## src/rtl/reg_scoreboard_pkg.sv

```systemverilog
// Shared hazard definitions for the issue scoreboard and EX-stage forwarding.
// Register address width, file size and forwarding source encodings.
package reg_scoreboard_pkg;

    localparam int REG_ADDR_W = 5;
    localparam int NREGS      = 32;

    typedef logic [REG_ADDR_W-1:0] reg_addr_t;

    typedef enum logic [1:0] {
        FWD_NONE   = 2'd0,
        FWD_EX_MEM = 2'd1,
        FWD_MEM_WB = 2'd2,
        FWD_WB     = 2'd3
    } fwd_sel_e;

    function automatic logic is_x0(input reg_addr_t a);
        return a == '0;
    endfunction

endpackage

```

## src/rtl/reg_scoreboard_addr_decoder.sv

```systemverilog
// Register address to one-hot mask decoder; all-zero mask when disabled.
// Used for both the set and the clear side of the busy vector.
module addr_decoder #(
    parameter int N  = 32,
    parameter int AW = 5
) (
    input  logic          en_i,
    input  logic [AW-1:0] addr_i,
    output logic [N-1:0]  mask_o
);

    always_comb begin
        mask_o = '0;
        if (en_i) begin
            mask_o[addr_i] = 1'b1;
        end
    end

endmodule

```

## src/rtl/reg_scoreboard.sv

```systemverilog
// Producer-side scoreboard: tracks destinations of long-latency ops in flight
// and stalls ID on RAW/WAW against them or when too many are outstanding.
module reg_scoreboard
    import reg_scoreboard_pkg::*;
#(
    parameter int  NREGS       = reg_scoreboard_pkg::NREGS,
    parameter int  MAX_PENDING = 4,
    localparam int CNT_W       = $clog2(MAX_PENDING + 1)
) (
    input  logic             clk,
    input  logic             rst,
    input  logic             id_valid,
    input  reg_addr_t        id_rs1_addr,
    input  logic             id_rs1_used,
    input  reg_addr_t        id_rs2_addr,
    input  logic             id_rs2_used,
    input  reg_addr_t        id_rd_addr,
    input  logic             id_rd_we,
    input  logic             id_long_op,
    input  logic             ex_ready,
    input  logic             flush,
    input  logic             wb_valid,
    input  reg_addr_t        wb_rd_addr,
    output logic             stall_id,
    output logic             id_issue,
    output logic [NREGS-1:0] busy,
    output logic [CNT_W-1:0] pending_count,
    output logic             err
);

    logic [NREGS-1:0] busy_q;
    logic [NREGS-1:0] busy_d;
    logic [CNT_W-1:0] cnt_q;
    logic [CNT_W-1:0] cnt_d;
    logic             err_q;
    logic             err_d;

    logic             clr;
    logic             set;
    logic             wb_bad;
    logic [NREGS-1:0] clr_mask;
    logic [NREGS-1:0] set_mask;
    logic [NREGS-1:0] busy_eff;
    logic [CNT_W:0]   cnt_eff;
    logic             raw;
    logic             waw;
    logic             full;
    logic             rd_tracked;

    // Only a writeback to a register we actually track may release it.
    assign clr    = wb_valid && !is_x0(wb_rd_addr) && busy_q[wb_rd_addr];
    assign wb_bad = wb_valid && (is_x0(wb_rd_addr) || !busy_q[wb_rd_addr]);

    addr_decoder #(
        .N  (NREGS),
        .AW (REG_ADDR_W)
    ) u_clr_dec (
        .en_i   (clr),
        .addr_i (wb_rd_addr),
        .mask_o (clr_mask)
    );

    assign busy_eff   = busy_q & ~clr_mask;
    assign cnt_eff    = {1'b0, cnt_q} - {{CNT_W{1'b0}}, clr};
    assign rd_tracked = id_rd_we && !is_x0(id_rd_addr);

    always_comb begin
        raw  = 1'b0;
        waw  = 1'b0;
        full = 1'b0;
        if (id_valid) begin
            raw  = (id_rs1_used && busy_eff[id_rs1_addr])
                || (id_rs2_used && busy_eff[id_rs2_addr]);
            waw  = rd_tracked && busy_eff[id_rd_addr];
            full = id_long_op && rd_tracked
                && (cnt_eff == (CNT_W + 1)'(MAX_PENDING));
        end
    end

    assign stall_id = raw || waw || full;
    assign id_issue = id_valid && !stall_id && !flush && ex_ready;
    assign set      = id_issue && id_long_op && rd_tracked;

    addr_decoder #(
        .N  (NREGS),
        .AW (REG_ADDR_W)
    ) u_set_dec (
        .en_i   (set),
        .addr_i (id_rd_addr),
        .mask_o (set_mask)
    );

    // Set is applied after clear so a same-cycle reissue keeps the entry.
    always_comb begin
        busy_d    = (busy_q & ~clr_mask) | set_mask;
        busy_d[0] = 1'b0;
        cnt_d     = cnt_q + CNT_W'(set) - CNT_W'(clr);
        err_d     = err_q | wb_bad;
    end

    always_ff @(posedge clk) begin
        if (rst) begin
            busy_q <= '0;
            cnt_q  <= '0;
            err_q  <= 1'b0;
        end else begin
            busy_q <= busy_d;
            cnt_q  <= cnt_d;
            err_q  <= err_d;
        end
    end

    assign busy          = busy_q;
    assign pending_count = cnt_q;
    assign err           = err_q;

endmodule

```

## config.mk

```make
export PLATFORM = sky130hd
export DESIGN_NAME = reg_scoreboard
export DESIGN_NICKNAME = d
export VERILOG_FILES = /design/src/rtl/reg_scoreboard_pkg.sv /design/src/rtl/reg_scoreboard_addr_decoder.sv /design/src/rtl/reg_scoreboard.sv
export SDC_FILE = /design/constraint.sdc
export NUM_CORES = 1
export LEC_CHECK = 0
export CAP_MARGIN = 20
export CORE_ASPECT_RATIO = 0.7
export CORE_UTILIZATION = 50
export DETAILED_ROUTE_END_ITERATION = 7
export PLACE_DENSITY = 0.83
export SYNTH_ARGS = -nofsm -noshare
export SYNTH_HDL_FRONTEND = slang
export SYNTH_HIERARCHICAL = 1
export SYNTH_SLANG_ARGS = --single-unit
```

## constraint.sdc

```tcl
create_clock -name clk -period 6.3 [get_ports clk]
set_input_delay 1.26 -clock clk [delete_from_list [all_inputs] [get_ports clk]]
set_output_delay 1.26 -clock clk [all_outputs]
set_load 0.005 [all_outputs]
```

## Yosys cells after proc, flatten, opt, wreduce, memory -nomap -nowiden

Index checks and enable logic that the tools add are counted.

| cells by class | value |
|---|---|
| add/sub/neg operators | 3 |
| $lt $le $gt $ge | 6 |
| equality and inequality tests | 1 |
| muxes and demuxes | 17 |
| bitwise operators | 4 |
| reduce and logical (&&, ||, !) cells | 27 |

Operator list:

| kind | count |
|---|---|
| 32-bit two-way mux | 2 |
| 32-bit bitwise AND | 1 |
| 32-bit inverter | 1 |
| 32-bit bitwise OR | 1 |
| 5-bit by 6-bit less-than comparator with 1-bit output (second input constant) | 4 |
| 1-bit binary-select mux with 5-bit select | 4 |
| 1-bit logical AND | 16 |
| 1-bit demux with 5-bit select | 2 |
| 5-bit by 1-bit >= comparator with 1-bit output (second input constant) | 2 |
| 5-bit logical NOT | 2 |
| 1-bit two-way mux | 9 |
| 1-bit logical NOT | 5 |
| 4-bit by 3-bit equality test with 1-bit output (second input constant) | 1 |
| 1-bit logical OR | 4 |
| 3-bit by 1-bit subtractor with 4-bit output | 1 |
| 3-bit by 1-bit adder with 3-bit output | 1 |
| 3-bit by 1-bit subtractor with 3-bit output | 1 |
| 1-bit bitwise OR | 1 |

| word-level totals | value |
|---|---|
| bits in registers | 36 |
| bits of input ports | 30 |
| output and inout port bits | 38 |
| logic and storage cells | 62 |

## Longest topological paths before layout

| depth | value |
|---|---|
| word-level depth | 22 |
| gate-level depth with buffers | 20 |
| mapped depth without buffers | 19 |

## By module

Netlist, hierarchy kept.

By module, submodules not included:

| module | times used | cells an instance | area an instance (µm²) | sequential area each (µm²) |
|---|---|---|---|---|
| reg_scoreboard | 1 | 308 | 2783.9 | 700.7 |
| addr_decoder | 2 | 47 | 230.2 | 0.0 |

## Least setup slack after synthesis

Ideal clock, no wire load.

| timing | value |
|---|---|
| path type | input to output |
| from | input port wb_rd_addr[1] |
| to | output port id_issue |
| arrival | 4.638 ns |
| data required time | 5.040 ns |
| slack | 0.402 ns |
| stages on the path | 13 |
| path buffers | 1 |
| cells stage by stage | clkbuf_1 mux4_2 mux4_2 mux2i_1 nor2b_1 or4b_1 nor2_1 nor3b_1 a211o_1 a221o_1 o221a_1 nor4_2 and3_1 |

| between the ends | value |
|---|---|
| cells in the longest elaborated chain, start to end | 18 |
| elaborated cells between the ends (all ways) | 36 |
| those cells by class | add/sub: 1; order compare: 2; eq/ne: 1; mux: 14; bitwise: 2; reduce/logical: 16 |

Ends and longest elaborated chain:

| element | RTL line | source |
|---|---|---|
| from (decl) | reg_scoreboard.sv:23 | `input reg_addr_t wb_rd_addr,` |
| branches (longest 3 deep; another with 1-bit binary-select mux with 5-bit select) | n/a |  |
| 1-bit logical AND (*) | reg_scoreboard.sv:51 | `assign clr = wb_valid && !is_x0(wb_rd_addr) && busy_q[wb_rd_addr];` |
| net clr | reg_scoreboard.sv:38 | `logic clr;` |
| 32-bit two-way mux (*) | reg_scoreboard_addr_decoder.sv:14 | `if (en_i) begin` |
| net clr_mask[1] | reg_scoreboard.sv:41 | `logic [NREGS-1:0] clr_mask;` |
| 32-bit inverter (*) | reg_scoreboard.sv:63 | `assign busy_eff = busy_q & ~clr_mask;` |
| 32-bit bitwise AND (*) | reg_scoreboard.sv:63 |  |
| 1-bit binary-select mux with 5-bit select (on tied branches) | reg_scoreboard.sv:72, reg_scoreboard.sv:73 |  |
| 1-bit two-way mux (on tied branches) | reg_scoreboard.sv:72, reg_scoreboard.sv:73 |  |
| 1-bit logical AND (on tied branches) | reg_scoreboard.sv:72, reg_scoreboard.sv:73 |  |
| 1-bit logical OR | reg_scoreboard.sv:73 | `\|\| (id_rs2_used && busy_eff[id_rs2_addr]);` |
| 1-bit two-way mux | reg_scoreboard.sv:71 | `if (id_valid) begin` |
| 1-bit logical OR (*) (2 in a row) | reg_scoreboard.sv:80 | `assign stall_id = raw \|\| waw \|\| full;` |
| 1-bit logical NOT (*) | reg_scoreboard.sv:81 | `assign id_issue = id_valid && !stall_id && !flush && ex_ready;` |
| 1-bit logical AND (*) (3 in a row) | reg_scoreboard.sv:81 |  |
| to (decl) | reg_scoreboard.sv:25 | `output logic id_issue,` |

Mark *: on every way through the listed nets, which the timed path passes. The select of a mux whose other input is x is not followed.

## Worst setup path after layout

| timing | value |
|---|---|
| from | input port wb_rd_addr[0] |
| to | output port stall_id |

| between the ends | value |
|---|---|
| cells in the longest elaborated chain, start to end | 14 |
| elaborated cells between the ends (all ways) | 32 |
| those cells by class | add/sub: 1; order compare: 2; eq/ne: 1; mux: 14; bitwise: 2; reduce/logical: 12 |

Ends and longest elaborated chain:

| element | RTL line | source |
|---|---|---|
| branches (longest 3 deep; another with 1-bit binary-select mux with 5-bit select) | n/a |  |
| 1-bit logical AND (*) | reg_scoreboard.sv:51 |  |
| net clr | reg_scoreboard.sv:38 |  |
| 32-bit two-way mux (*) | reg_scoreboard_addr_decoder.sv:14 |  |
| net clr_mask[13] | reg_scoreboard.sv:41 |  |
| 32-bit inverter (*) | reg_scoreboard.sv:63 |  |
| 32-bit bitwise AND (*) | reg_scoreboard.sv:63 |  |
| 1-bit binary-select mux with 5-bit select (on tied branches) | reg_scoreboard.sv:72, reg_scoreboard.sv:73 |  |
| 1-bit two-way mux (on tied branches) | reg_scoreboard.sv:72, reg_scoreboard.sv:73 |  |
| 1-bit logical AND (on tied branches) | reg_scoreboard.sv:72, reg_scoreboard.sv:73 |  |
| 1-bit logical OR | reg_scoreboard.sv:73 |  |
| 1-bit two-way mux | reg_scoreboard.sv:71 |  |
| 1-bit logical OR (*) (2 in a row) | reg_scoreboard.sv:80 |  |
| to (decl) | reg_scoreboard.sv:24 | `output logic stall_id,` |

Marks and branches as above.

==> flow_metrics.py <==
metrics = {
    "outcome": {
        "status": "finished, violations left",
        "violations": "design-rule violations",
    },
    "hold_path": {
        "min_from": "err",
        "hp-class": "reg2reg",
    },
    "cells_and_area": {
        "final_nets": 554,
        "fin_cells": 597,
        "syn_to_final_growth_pct": 44.3,
        "seqCellArea_um2": 701,
        "fillers": 476,
        "stdcell_area_mm2": 0.00467,
        "multi_input_area_mm2": 0.00253,
        "final_layout_size_suffix_gt1_share_pct": 26.4,
        "fin_util_pct": 74.8,
        "diodes": 0,
    },
    "setup_path": {
        "worstPathRequired_ns": 5.04,
        "path_max_fanout": 6,
        "crit_start": "wb_rd_addr[0]",
        "r2r_setup_slack_ns": 1.48,
        "startpoint_type": "input pin",
        "worst-endpoint-arrival_ns": 4.93,
        "path_class": "in2out",
        "r2r_start": "busy[19]",
        "cp-end-kind": "output pin",
    },
    "pwr": {
        "power_density_mw_per_mm2": 113,
        "max-vdd-ir-drop_mv": 0.129,
        "leakage_uw": 0.00177,
    },
    "routing": {
        "via_count": 3747,
        "postRouteAntennaNets": 0,
        "wl_per_cell_um": 21.8,
        "detail_route.first_pass.iterations": 7,
        "vias_per_cell": 6.28,
        "totalWireLength_um": 13000,
        "drc": 6,
        "drt_iter0_markers": 419,
    },
    "floorplanning": {
        "start_util_pct": 51.8,
        "die_area_mm2": 0.00680,
        "row_count": 24,
        "die_y_um": 69.3,
        "die_w_um": 98.2,
        "core_area_mm2": 0.00625,
        "boundaryPins": 68,
    },
    "global_routing": {
        "overflow": 0,
        "grt_pass1_vias": 3470,
        "track_usage_pct": 38.5,
        "antenna_found_initial": 0,
        "grt_max_degree": 36,
        "grt_pass1_wl_um": 19600,
    },
    "clock_tree": {
        "path_clk_slew_ns": 0.07,
        "tritoncts": "done",
        "cts_buffers": 5,
        "htree_levels": 2,
        "cts_root_buffer": "clkbuf_8",
        "hold_buffers": 0,
        "clockBufferDepth": 2,
        "cts.sinks": 35,
        "insertion_delay_ns": 0.30,
    },
    "placed_design": {
        "place_hpwl_um": 9200,
        "post-place-cells": 583,
        "portBuffers": 66,
        "placed_cell_area_mm2": 0.00437,
        "gp_congestion": 1.02,
    },
    "sta": {
        "maxSlewViolCount": 0,
        "fin_skew_ns": 0.00582,
        "period_share_pct": 98.2,
        "relSlewSlack_pct": 42.6,
        "setup_viol": 0,
        "hold_violations": 0,
        "min_period_ns": 6.19,
        "fmax_ghz": 0.162,
        "worst_pin_slew_ns": 0.858,
        "timing.hold.ws_ns": 0.486,
    },
    "yosys": {
        "synth_fp_nets": 436,
        "yosys_warnings": 6,
        "synthCells": 400,
        "syn_area_mm2": 0.00324,
        "syn_avg_cell_area_um2": 8.09,
    },
    "run": {
        "cap_violations": 0,
    },
}
## state kept, by name, indices dropped and copies added, names as in the netlist
signal and flops:
busy 31, err 1, pending_count 3
## stage by stage
step | worst slack [ns] | TNS [ns] | total power (µW)
5_1_grt | -0.00194 | -0.00194 | 542
6_report | 0.110 | 0 | 528
3_5_place_dp | -0.732 | -1.69 | 331
2_1_floorplan | 0.428 | 0 | 275
3_3_place_gp | -0.644 | -1.16 | 329
4_1_cts | 0.00313 | 0 | 525
## critical path, stage by stage
cell,delay [ns]
buf_4,0.13
buf_12,0.14
mux4_2,0.50
mux4_2,0.51
mux2i_4,0.27
nor2b_4,0.11
nand4b_1,0.28
buf_4,0.18
nor2_1,0.06
nor3b_2,0.23
a211oi_2,0.09
a211o_1,0.34
a2111oi_4,0.35
nor4_4,0.08
buf_4,0.15
a21boi_2,0.12
clkbuf_2,0.12
## cell usage in the layout (no fill, tap or decap), types with 7 or more instances in the layout
cell type,n
dfxtp_1,35
nor2b_2,8
nor2b_1,21
buf_4,65
a21oi_1,9
clkdlybuf4s50_1,62
mux4_2,16
inv_1,13
clkbuf_8,7
nand4b_1,9
nor2_1,116
nand3b_1,8
nand2_1,9
nor3b_1,14
nand2b_1,9
## routing by layer
metal | wire length [µm] | vias to the layer above | global-route usage [%]
met4 | 383 | 0 | 10.3
li1 | - | 1689 | -
met2 | 5200 | 281 | 54.1
met3 | 1990 | 41 | 12.3
met1 | 5450 | 1736 | 56.5
met5 | 0 | - | 0
## layout make-up
cell class              count  area share, %
repair buffers            133           25.6
well taps                  78           2.09
inverters                  13           1.04
clock buffers               8           2.14
multi-input cells         330           54.2
flip-flops and latches     35           15.0
## where the power goes
group          total, µW  leakage, µW  internal (µW)  switching [µW]
Clock                189    0.0000515            100            89.4
Sequential           222     0.000282            222           0.652
Combinational        117      0.00144           50.9            65.6
## path summary, 6_finish.rpt
check / end / cells after the start
setup / recovery: stall_id / 17
hold / removal: err / 2
setup reg to reg: pending_count[2] / 20
hold reg to reg: err / 2
## what timing repair did
| action | CTS | global route |
|---|---|---|
| cloned | 2 | 0 |
| buffers inserted | 2 | 2 |
| gates resized for setup | 23 | 21 |
| pin swaps | 6 | 10 |
| endpoints found under the setup margin | 2 | 2 |
(Power assumes the default switching activity.)
